--- config.mk ---
export PLATFORM = sky130hd
export DESIGN_NAME = sgmii_rx_decode
export DESIGN_NICKNAME = d
export VERILOG_FILES = /design/src/rtl/sgmii_rx_decode.sv
export SDC_FILE = /design/constraint.sdc
export NUM_CORES = 1
export LEC_CHECK = 0
export CELL_PAD_IN_SITES_DETAIL_PLACEMENT = 0
export CELL_PAD_IN_SITES_GLOBAL_PLACEMENT = 1
export CORE_ASPECT_RATIO = 1.2
export CORE_UTILIZATION = 45
export CTS_CLUSTER_DIAMETER = 100
export CTS_CLUSTER_SIZE = 24
export DETAILED_ROUTE_END_ITERATION = 12
export GPL_TIMING_DRIVEN = 0
export PLACE_DENSITY = 0.78
export SLEW_MARGIN = 20
export SYNTH_ARGS = -nofsm -noshare
export SYNTH_HDL_FRONTEND = slang
export SYNTH_SLANG_ARGS = --single-unit
--- constraint.sdc ---
create_clock -name clk_125mhz -period 5.1 [get_ports clk_125mhz]
set_input_delay 1.02 -clock clk_125mhz [delete_from_list [all_inputs] [get_ports clk_125mhz]]
set_output_delay 1.02 -clock clk_125mhz [all_outputs]
set_load 0.03 [all_outputs]
--- src/rtl/sgmii_rx_decode.sv ---
// SGMII receive decoder: parses TBI ordered sets, runs a reduced SGMII
// autonegotiation state machine and turns /S/ /T/ /E/ framing into GMII
// receive signals once the link is up.
module sgmii_rx_decode #(
  parameter int MATCH_COUNT = 3,
  parameter int IDLE_COUNT  = 8
) (
  input  logic        clk_125mhz,
  input  logic        rst,
  input  logic        rx_sync,
  input  logic [7:0]  rx_byte,
  input  logic        rx_is_k,
  input  logic        rx_err,
  output logic [7:0]  gmii_rxd,
  output logic        gmii_rx_dv,
  output logic        gmii_rx_err,
  output logic        sgmii_autoneg_start,
  output logic        sgmii_autoneg_ack,
  output logic        sgmii_autoneg_done,
  output logic [15:0] partner_config,
  output logic        config_valid
);

  localparam logic [7:0] K28_5   = 8'hBC;
  localparam logic [7:0] K_S     = 8'hFB;
  localparam logic [7:0] K_T     = 8'hFD;
  localparam logic [7:0] K_E     = 8'hFE;
  localparam logic [7:0] MATCH_N = 8'(MATCH_COUNT);
  localparam logic [7:0] IDLE_N  = 8'(IDLE_COUNT);
  localparam logic [7:0] ZERO_N  = 8'd3;

  typedef enum logic [2:0] {
    DISABLED, ABILITY_DETECT, ACK_DETECT, LINK_WAIT, LINK_OK
  } an_state_t;

  an_state_t   state, state_nx;
  logic [1:0]  pos;
  logic [7:0]  word_lo;
  logic [15:0] prev_word;
  logic [7:0]  match_cnt, idle_cnt, cfg_run, zero_run, ack_cnt;
  logic [7:0]  match_nx, idle_nx, cfg_nx, zero_nx, ack_nx;
  logic        start_seen, in_frame, latch_cfg;
  logic        is_comma, set_abort, idle_done, word_done;
  logic [15:0] word_cur;
  logic        word_eq_prev, word_eq_partner;
  logic [7:0]  rxd_p1;
  logic        vld_p1, err_p1;

  function automatic logic [7:0] sat_inc(input logic [7:0] v, input logic [7:0] lim);
    return (v >= lim) ? lim : v + 8'd1;
  endfunction

  function automatic logic [15:0] mask_ack(input logic [15:0] v);
    return v & 16'hBFFF;
  endfunction

  assign gmii_rxd    = rxd_p1;
  assign gmii_rx_dv  = vld_p1;
  assign gmii_rx_err = err_p1;

  // Ordered-set decode of the current byte and next counter values
  always_comb begin
    is_comma        = rx_is_k && !rx_err && (rx_byte == K28_5);
    set_abort       = rx_sync && (pos != 2'd0) && !is_comma && (rx_is_k || rx_err);
    idle_done       = rx_sync && (pos == 2'd1) && !rx_is_k && !rx_err &&
                      ((rx_byte == 8'hC5) || (rx_byte == 8'h50));
    word_done       = rx_sync && (pos == 2'd3) && !rx_is_k && !rx_err;
    word_cur        = {rx_byte, word_lo};
    word_eq_prev    = (mask_ack(word_cur) == mask_ack(prev_word));
    word_eq_partner = (mask_ack(word_cur) == mask_ack(partner_config));
    match_nx = match_cnt;
    idle_nx  = idle_cnt;
    cfg_nx   = cfg_run;
    zero_nx  = zero_run;
    if (set_abort) begin
      match_nx = 8'd0;
      idle_nx  = 8'd0;
      cfg_nx   = 8'd0;
      zero_nx  = 8'd0;
    end else if (idle_done) begin
      idle_nx = sat_inc(idle_cnt, IDLE_N);
      cfg_nx  = 8'd0;
      zero_nx = 8'd0;
    end else if (word_done) begin
      match_nx = ((match_cnt != 8'd0) && word_eq_prev) ? sat_inc(match_cnt, MATCH_N) : 8'd1;
      idle_nx  = 8'd0;
      cfg_nx   = sat_inc(cfg_run, MATCH_N);
      zero_nx  = (word_cur == 16'h0000) ? sat_inc(zero_run, ZERO_N) : 8'd0;
    end
  end

  // Autoneg next state, ack counter and TX-side control outputs
  always_comb begin
    state_nx            = state;
    ack_nx              = ack_cnt;
    latch_cfg           = 1'b0;
    sgmii_autoneg_start = 1'b0;
    sgmii_autoneg_ack   = 1'b0;
    sgmii_autoneg_done  = 1'b0;
    case (state)
      DISABLED: begin
        if (rx_sync) state_nx = ABILITY_DETECT;
      end
      ABILITY_DETECT: begin
        sgmii_autoneg_start = start_seen;
        if (word_done && (match_nx == MATCH_N) && (word_cur != 16'h0000)) begin
          latch_cfg = 1'b1;
          ack_nx    = 8'd0;
          state_nx  = ACK_DETECT;
        end
      end
      ACK_DETECT: begin
        sgmii_autoneg_start = 1'b1;
        sgmii_autoneg_ack   = 1'b1;
        if (word_done) begin
          if (!word_eq_partner) begin
            state_nx = ABILITY_DETECT;
          end else if (word_cur[14]) begin
            ack_nx = sat_inc(ack_cnt, MATCH_N);
            if (ack_nx == MATCH_N) state_nx = LINK_WAIT;
          end else begin
            ack_nx = 8'd0;
          end
        end
      end
      LINK_WAIT: begin
        sgmii_autoneg_start = 1'b1;
        sgmii_autoneg_ack   = 1'b1;
        if (word_done) begin
          ack_nx   = 8'd0;
          state_nx = ACK_DETECT;
        end else if (idle_done && (idle_nx == IDLE_N)) begin
          state_nx = LINK_OK;
        end
      end
      LINK_OK: begin
        sgmii_autoneg_done = 1'b1;
        if (word_done && ((cfg_nx == MATCH_N) || (zero_nx == ZERO_N)))
          state_nx = ABILITY_DETECT;
      end
      default: state_nx = DISABLED;
    endcase
    if (set_abort) ack_nx = 8'd0;
    if (!rx_sync) begin
      state_nx = DISABLED;
      ack_nx   = 8'd0;
    end
  end

  // Autoneg state register
  always_ff @(posedge clk_125mhz or posedge rst) begin
    if (rst) state <= DISABLED;
    else     state <= state_nx;
  end

  // Ordered-set position, captured word bytes, counters and sticky start flag
  always_ff @(posedge clk_125mhz or posedge rst) begin
    if (rst) begin
      pos        <= 2'd0;
      word_lo    <= 8'd0;
      prev_word  <= 16'd0;
      match_cnt  <= 8'd0;
      idle_cnt   <= 8'd0;
      cfg_run    <= 8'd0;
      zero_run   <= 8'd0;
      ack_cnt    <= 8'd0;
      start_seen <= 1'b0;
    end else if (!rx_sync) begin
      pos        <= 2'd0;
      match_cnt  <= 8'd0;
      idle_cnt   <= 8'd0;
      cfg_run    <= 8'd0;
      zero_run   <= 8'd0;
      ack_cnt    <= 8'd0;
      start_seen <= 1'b0;
    end else begin
      if (is_comma) begin
        pos <= 2'd1;
      end else if (set_abort) begin
        pos <= 2'd0;
      end else begin
        case (pos)
          2'd1: pos <= ((rx_byte == 8'hB5) || (rx_byte == 8'h42)) ? 2'd2 : 2'd0;
          2'd2: begin
            word_lo <= rx_byte;
            pos     <= 2'd3;
          end
          2'd3:    pos <= 2'd0;
          default: pos <= 2'd0;
        endcase
      end
      if (word_done) begin
        prev_word  <= word_cur;
        start_seen <= 1'b1;
      end
      match_cnt <= match_nx;
      idle_cnt  <= idle_nx;
      cfg_run   <= cfg_nx;
      zero_run  <= zero_nx;
      ack_cnt   <= ack_nx;
    end
  end

  // Latched partner config word and its one-cycle update strobe
  always_ff @(posedge clk_125mhz or posedge rst) begin
    if (rst) begin
      partner_config <= 16'h0000;
      config_valid   <= 1'b0;
    end else if (!rx_sync) begin
      partner_config <= 16'h0000;
      config_valid   <= 1'b0;
    end else begin
      config_valid <= latch_cfg;
      if (latch_cfg) partner_config <= word_cur;
    end
  end

  // GMII frame decoder, one registered stage behind the TBI byte
  always_ff @(posedge clk_125mhz or posedge rst) begin
    if (rst) begin
      in_frame <= 1'b0;
      rxd_p1   <= 8'h00;
      vld_p1   <= 1'b0;
      err_p1   <= 1'b0;
    end else begin
      rxd_p1 <= 8'h00;
      vld_p1 <= 1'b0;
      err_p1 <= 1'b0;
      if (!rx_sync || (state != LINK_OK)) begin
        in_frame <= 1'b0;
      end else if (!in_frame) begin
        if (rx_is_k && !rx_err && (rx_byte == K_S)) begin
          in_frame <= 1'b1;
          vld_p1   <= 1'b1;
          rxd_p1   <= 8'h55;
        end
      end else if (!rx_is_k) begin
        vld_p1 <= 1'b1;
        rxd_p1 <= rx_byte;
        err_p1 <= rx_err;
      end else if (rx_byte == K_T) begin
        in_frame <= 1'b0;
      end else if (rx_byte == K_E) begin
        vld_p1 <= 1'b1;
        err_p1 <= 1'b1;
        rxd_p1 <= K_E;
      end else begin
        vld_p1   <= 1'b1;
        err_p1   <= 1'b1;
        rxd_p1   <= rx_byte;
        in_frame <= 1'b0;
      end
    end
  end

endmodule
==> summary.txt <==
Outcome
  – Status: finished clean

GRT
  – Grt peak-use layer: met2
  – Global-route wire length before repair: 20150 um
  – Largest net degree at the start of global routing: 59
  – Grt met1 use: 27.98%
  – Routing usage on met2: approximately 37%
  – Initial antenna violation count: 0
  – GR Layer Usage met3: 4.291%
  – GR Overflow Total: 0
  – Number of global-route vias before repair: between 3000 and 4000
  – GRT Overall Usage: approximately 22%

Setup path
  – Crit Path Class: primary input to flip-flop
  – Type of element launching the critical path: primary input
  – Crit path max fanout: 10
  – Worst path top cell family by delay: compound AO/OA/AOI/OAI gates
  – Crit path cell chain: clkdlybuf4s50_1 -> nor4_2 -> a32oi_2 -> o22ai_1 -> o31ai_1 -> o221ai_2 -> nand4_4 -> nor2_8 -> buf_12 -> mux2i_1
  – CP Data Arrival Time: 3960 ps
  – Required @ worst endpoint: 5360 ps
  – Crit path buf inv count: 2
  – Crit-path slowest cell: clkdlybuf4s50_1
  – FF-to-FF setup slack: 2280 ps
  – Largest stage delay, worst path: a little under 600 ps
  – CP Capture Type: flip-flop

Die
  – Full die area: 0.01153 sq mm
  – I/O pin cnt: 43
  – Die Wd: 98.18 um
  – Initial core utilization: 46.81%
  – CORE AREA: around 0.011 sq mm
  – Rows: 41
  – DIE HEIGHT: around 120 um

Layout
  – Layout area overhead: 17.26%
  – Final Util: a little over half
  – Final #Nets: about 590
  – ANT cells: 0
  – Share of post-route cells with drive strength above 1: 7.597%

Yosys
  – Yosys cell types: 64
  – Synthesized net count: 538
  – Post-synth top area share: 48.60%
  – Synth area leader: dfrtp_1
  – Synth area leaders: dfrtp_1 (49%), nand2_1 (4.7%), xnor2_1 (3.9%)
  – Mapped Avg Cell Area: around 9.7 sq um
  – YS warnings: 0
  – Post-Syn Instances: ~510
  – Register area share after synthesis: 48.60%
  – Mapped Area: 0.004995 sq mm
  – Post-synth EDFFs: 0
  – Flops & latches, synth: 97
  – Cell with the most instances after synthesis: dfrtp_1
  – Post-synthesis async set-or-reset flop share: 100.0%
  – Synth Flop Type: dfrtp_1
  – Commonest cells in the netlist: dfrtp_1 (97), nand2_1 (63), nor2_1 (38), o21ai_0 (37), inv_1 (29)

Run
  – Max Cap Viol: 0

Routing
  – Total Wirelength: ~12000 um
  – Number of remaining DRC errors: 0
  – Wire length per cell: roughly 17 um
  – Final ANT Viol Nets: 0
  – Via count: a little under 4000
  – TritonRoute pass-1 iters: 6
  – DRT iter0 DRCs: 152
  – Mean number of vias per cell: 5.577

Power and ir drop
  – Power Density: ~290 mW/mm^2
  – IR drop worst, VDD: 0.0001579 V
  – Leak: 2.575 nW

Worst hold path
  – Hold Path Class: flip-flop to flip-flop

STA
  – Slew HR: 58.05%
  – Final Skew: roughly 11 ps
  – Endpoints failing setup: 0
  – Tcrit/Tclk final: 72.65%
  – Final min period: 3705 ps
  – Setup ws final: 1395 ps
  – Hold Fails Final Rpt: 0
  – Measured slew at the worst slew-check pin: 624.4 ps
  – Fin. max-slew vios: 0
  – RSZ-0062 raised after global routing: no
  – Setup TNS: 0 ps
  – FMAX: between 200 and 300 MHz

Clock network
  – Clk pin slew, worst setup/hold paths: 60 ps
  – Setup Buffers After CTS: 0
  – Post-CTS Resized: 0
  – TritonCTS clock tree: built
  – Clk_lat worst skew: 350 ps
  – Sink Count: 97
  – Hold buffers post-CTS: 0
  – Clock Tree Buf Depth: 2
  – Root Buffer: clkbuf_16
  – CTS buffer count: 9
  – CTS H-Tree Depth: 3

Place
  – Detailed placement HPWL: 8864 um
  – GP Congestion: between 0.8 and 0.9
  – Dpl ws: 1060 ps
  – # port buffers: 36
area by class of cell:
cell class              instances  area [sq um]
fillers                       991          4813
flip-flops and latches         97          2427
multi-input cells             363          2335
repair buffers                 37         387.9
clock buffers                  12         256.5
well taps                     129         161.4
plain buffers                  24         123.9
inverters                      29         113.9
clock inverters                 4         51.30
metal layers:
metal / routed length (um) / vias to the layer above
met5: 0 / -
met4: 321 / 0
met3: 390 / 24
met2: 6105 / 81
met1: 5196 / 1907
li1: - / 1864
final timing paths:
kind | from | to | cells past startpoint
hold / removal | idle_cnt[6] | idle_cnt[6] | 1
min in group asynchronous | rst | partner_config[7] | 2
max in group asynchronous | rst | idle_cnt[4] | 3
setup / recovery | rx_byte[3] | partner_config[1] | 10
hold reg to reg | idle_cnt[6] | idle_cnt[6] | 1
setup reg to reg | pos[1] | partner_config[1] | 11
kinds of logic after synthesis:
| kind of cell | count (synthesis) | share of synthesized area [%] |
|---|---|---|
| flip-flops | 97 | 48.60 |
| buffers and inverters | 53 | 4.659 |
| AND/OR/NAND/NOR | 208 | 21.94 |
| adder cells (fa/ha/maj) | 12 | 3.006 |
| multiplexers | 17 | 3.407 |
| XOR/XNOR | 36 | 6.313 |
| AO/OA/AOI/OAI | 90 | 12.07 |
sequential cells by signal, indices dropped and copies added (netlist names), 3 cells and up:
register	cells
zero_run	8
idle_cnt	8
partner_config	16
prev_word	15
ack_cnt	8
state	3
word_lo	8
cfg_run	8
match_cnt	8
gmii_rxd	8
where the power goes:
group / switching (mW) / leakage (nW) / internal (mW)
registers: 0.00334 / 1.35 / 0.777
clock network: 0.293 / 0.149 / 0.407
logic: 0.130 / 1.07 / 0.0633
per-stage QoR:
step	total power [mW]	hold WS, ps	std cells	cell area [sq um]
floorplan	0.9268	450.4	513	4995
global placement	0.9838	464.1	678	5517
detailed placement	0.9906	472.1	679	5549
CTS	1.688	491.3	695	5857
global route	1.735	500.5	695	5857
finish	1.675	490.0	695	5857
cells in the final DEF (no fill, tap or decap), types with 9 or more instances in the layout:
master and instances:
nor4_1 10, nor2_1 38, o21ai_0 37, ha_1 12
mux2i_1 17, nor3_1 17, nand4_1 11, nand2_1 63
and2_1 13, a21oi_1 11, inv_1 28, a31oi_1 10
clkbuf_1 16, nand3_1 10, clkdlybuf4s50_1 36, clkbuf_16 9
xor2_1 14, dfrtp_1 97, nor2b_1 14, xnor2_1 22
No activity file was read; power rests on OpenSTA's default activity.
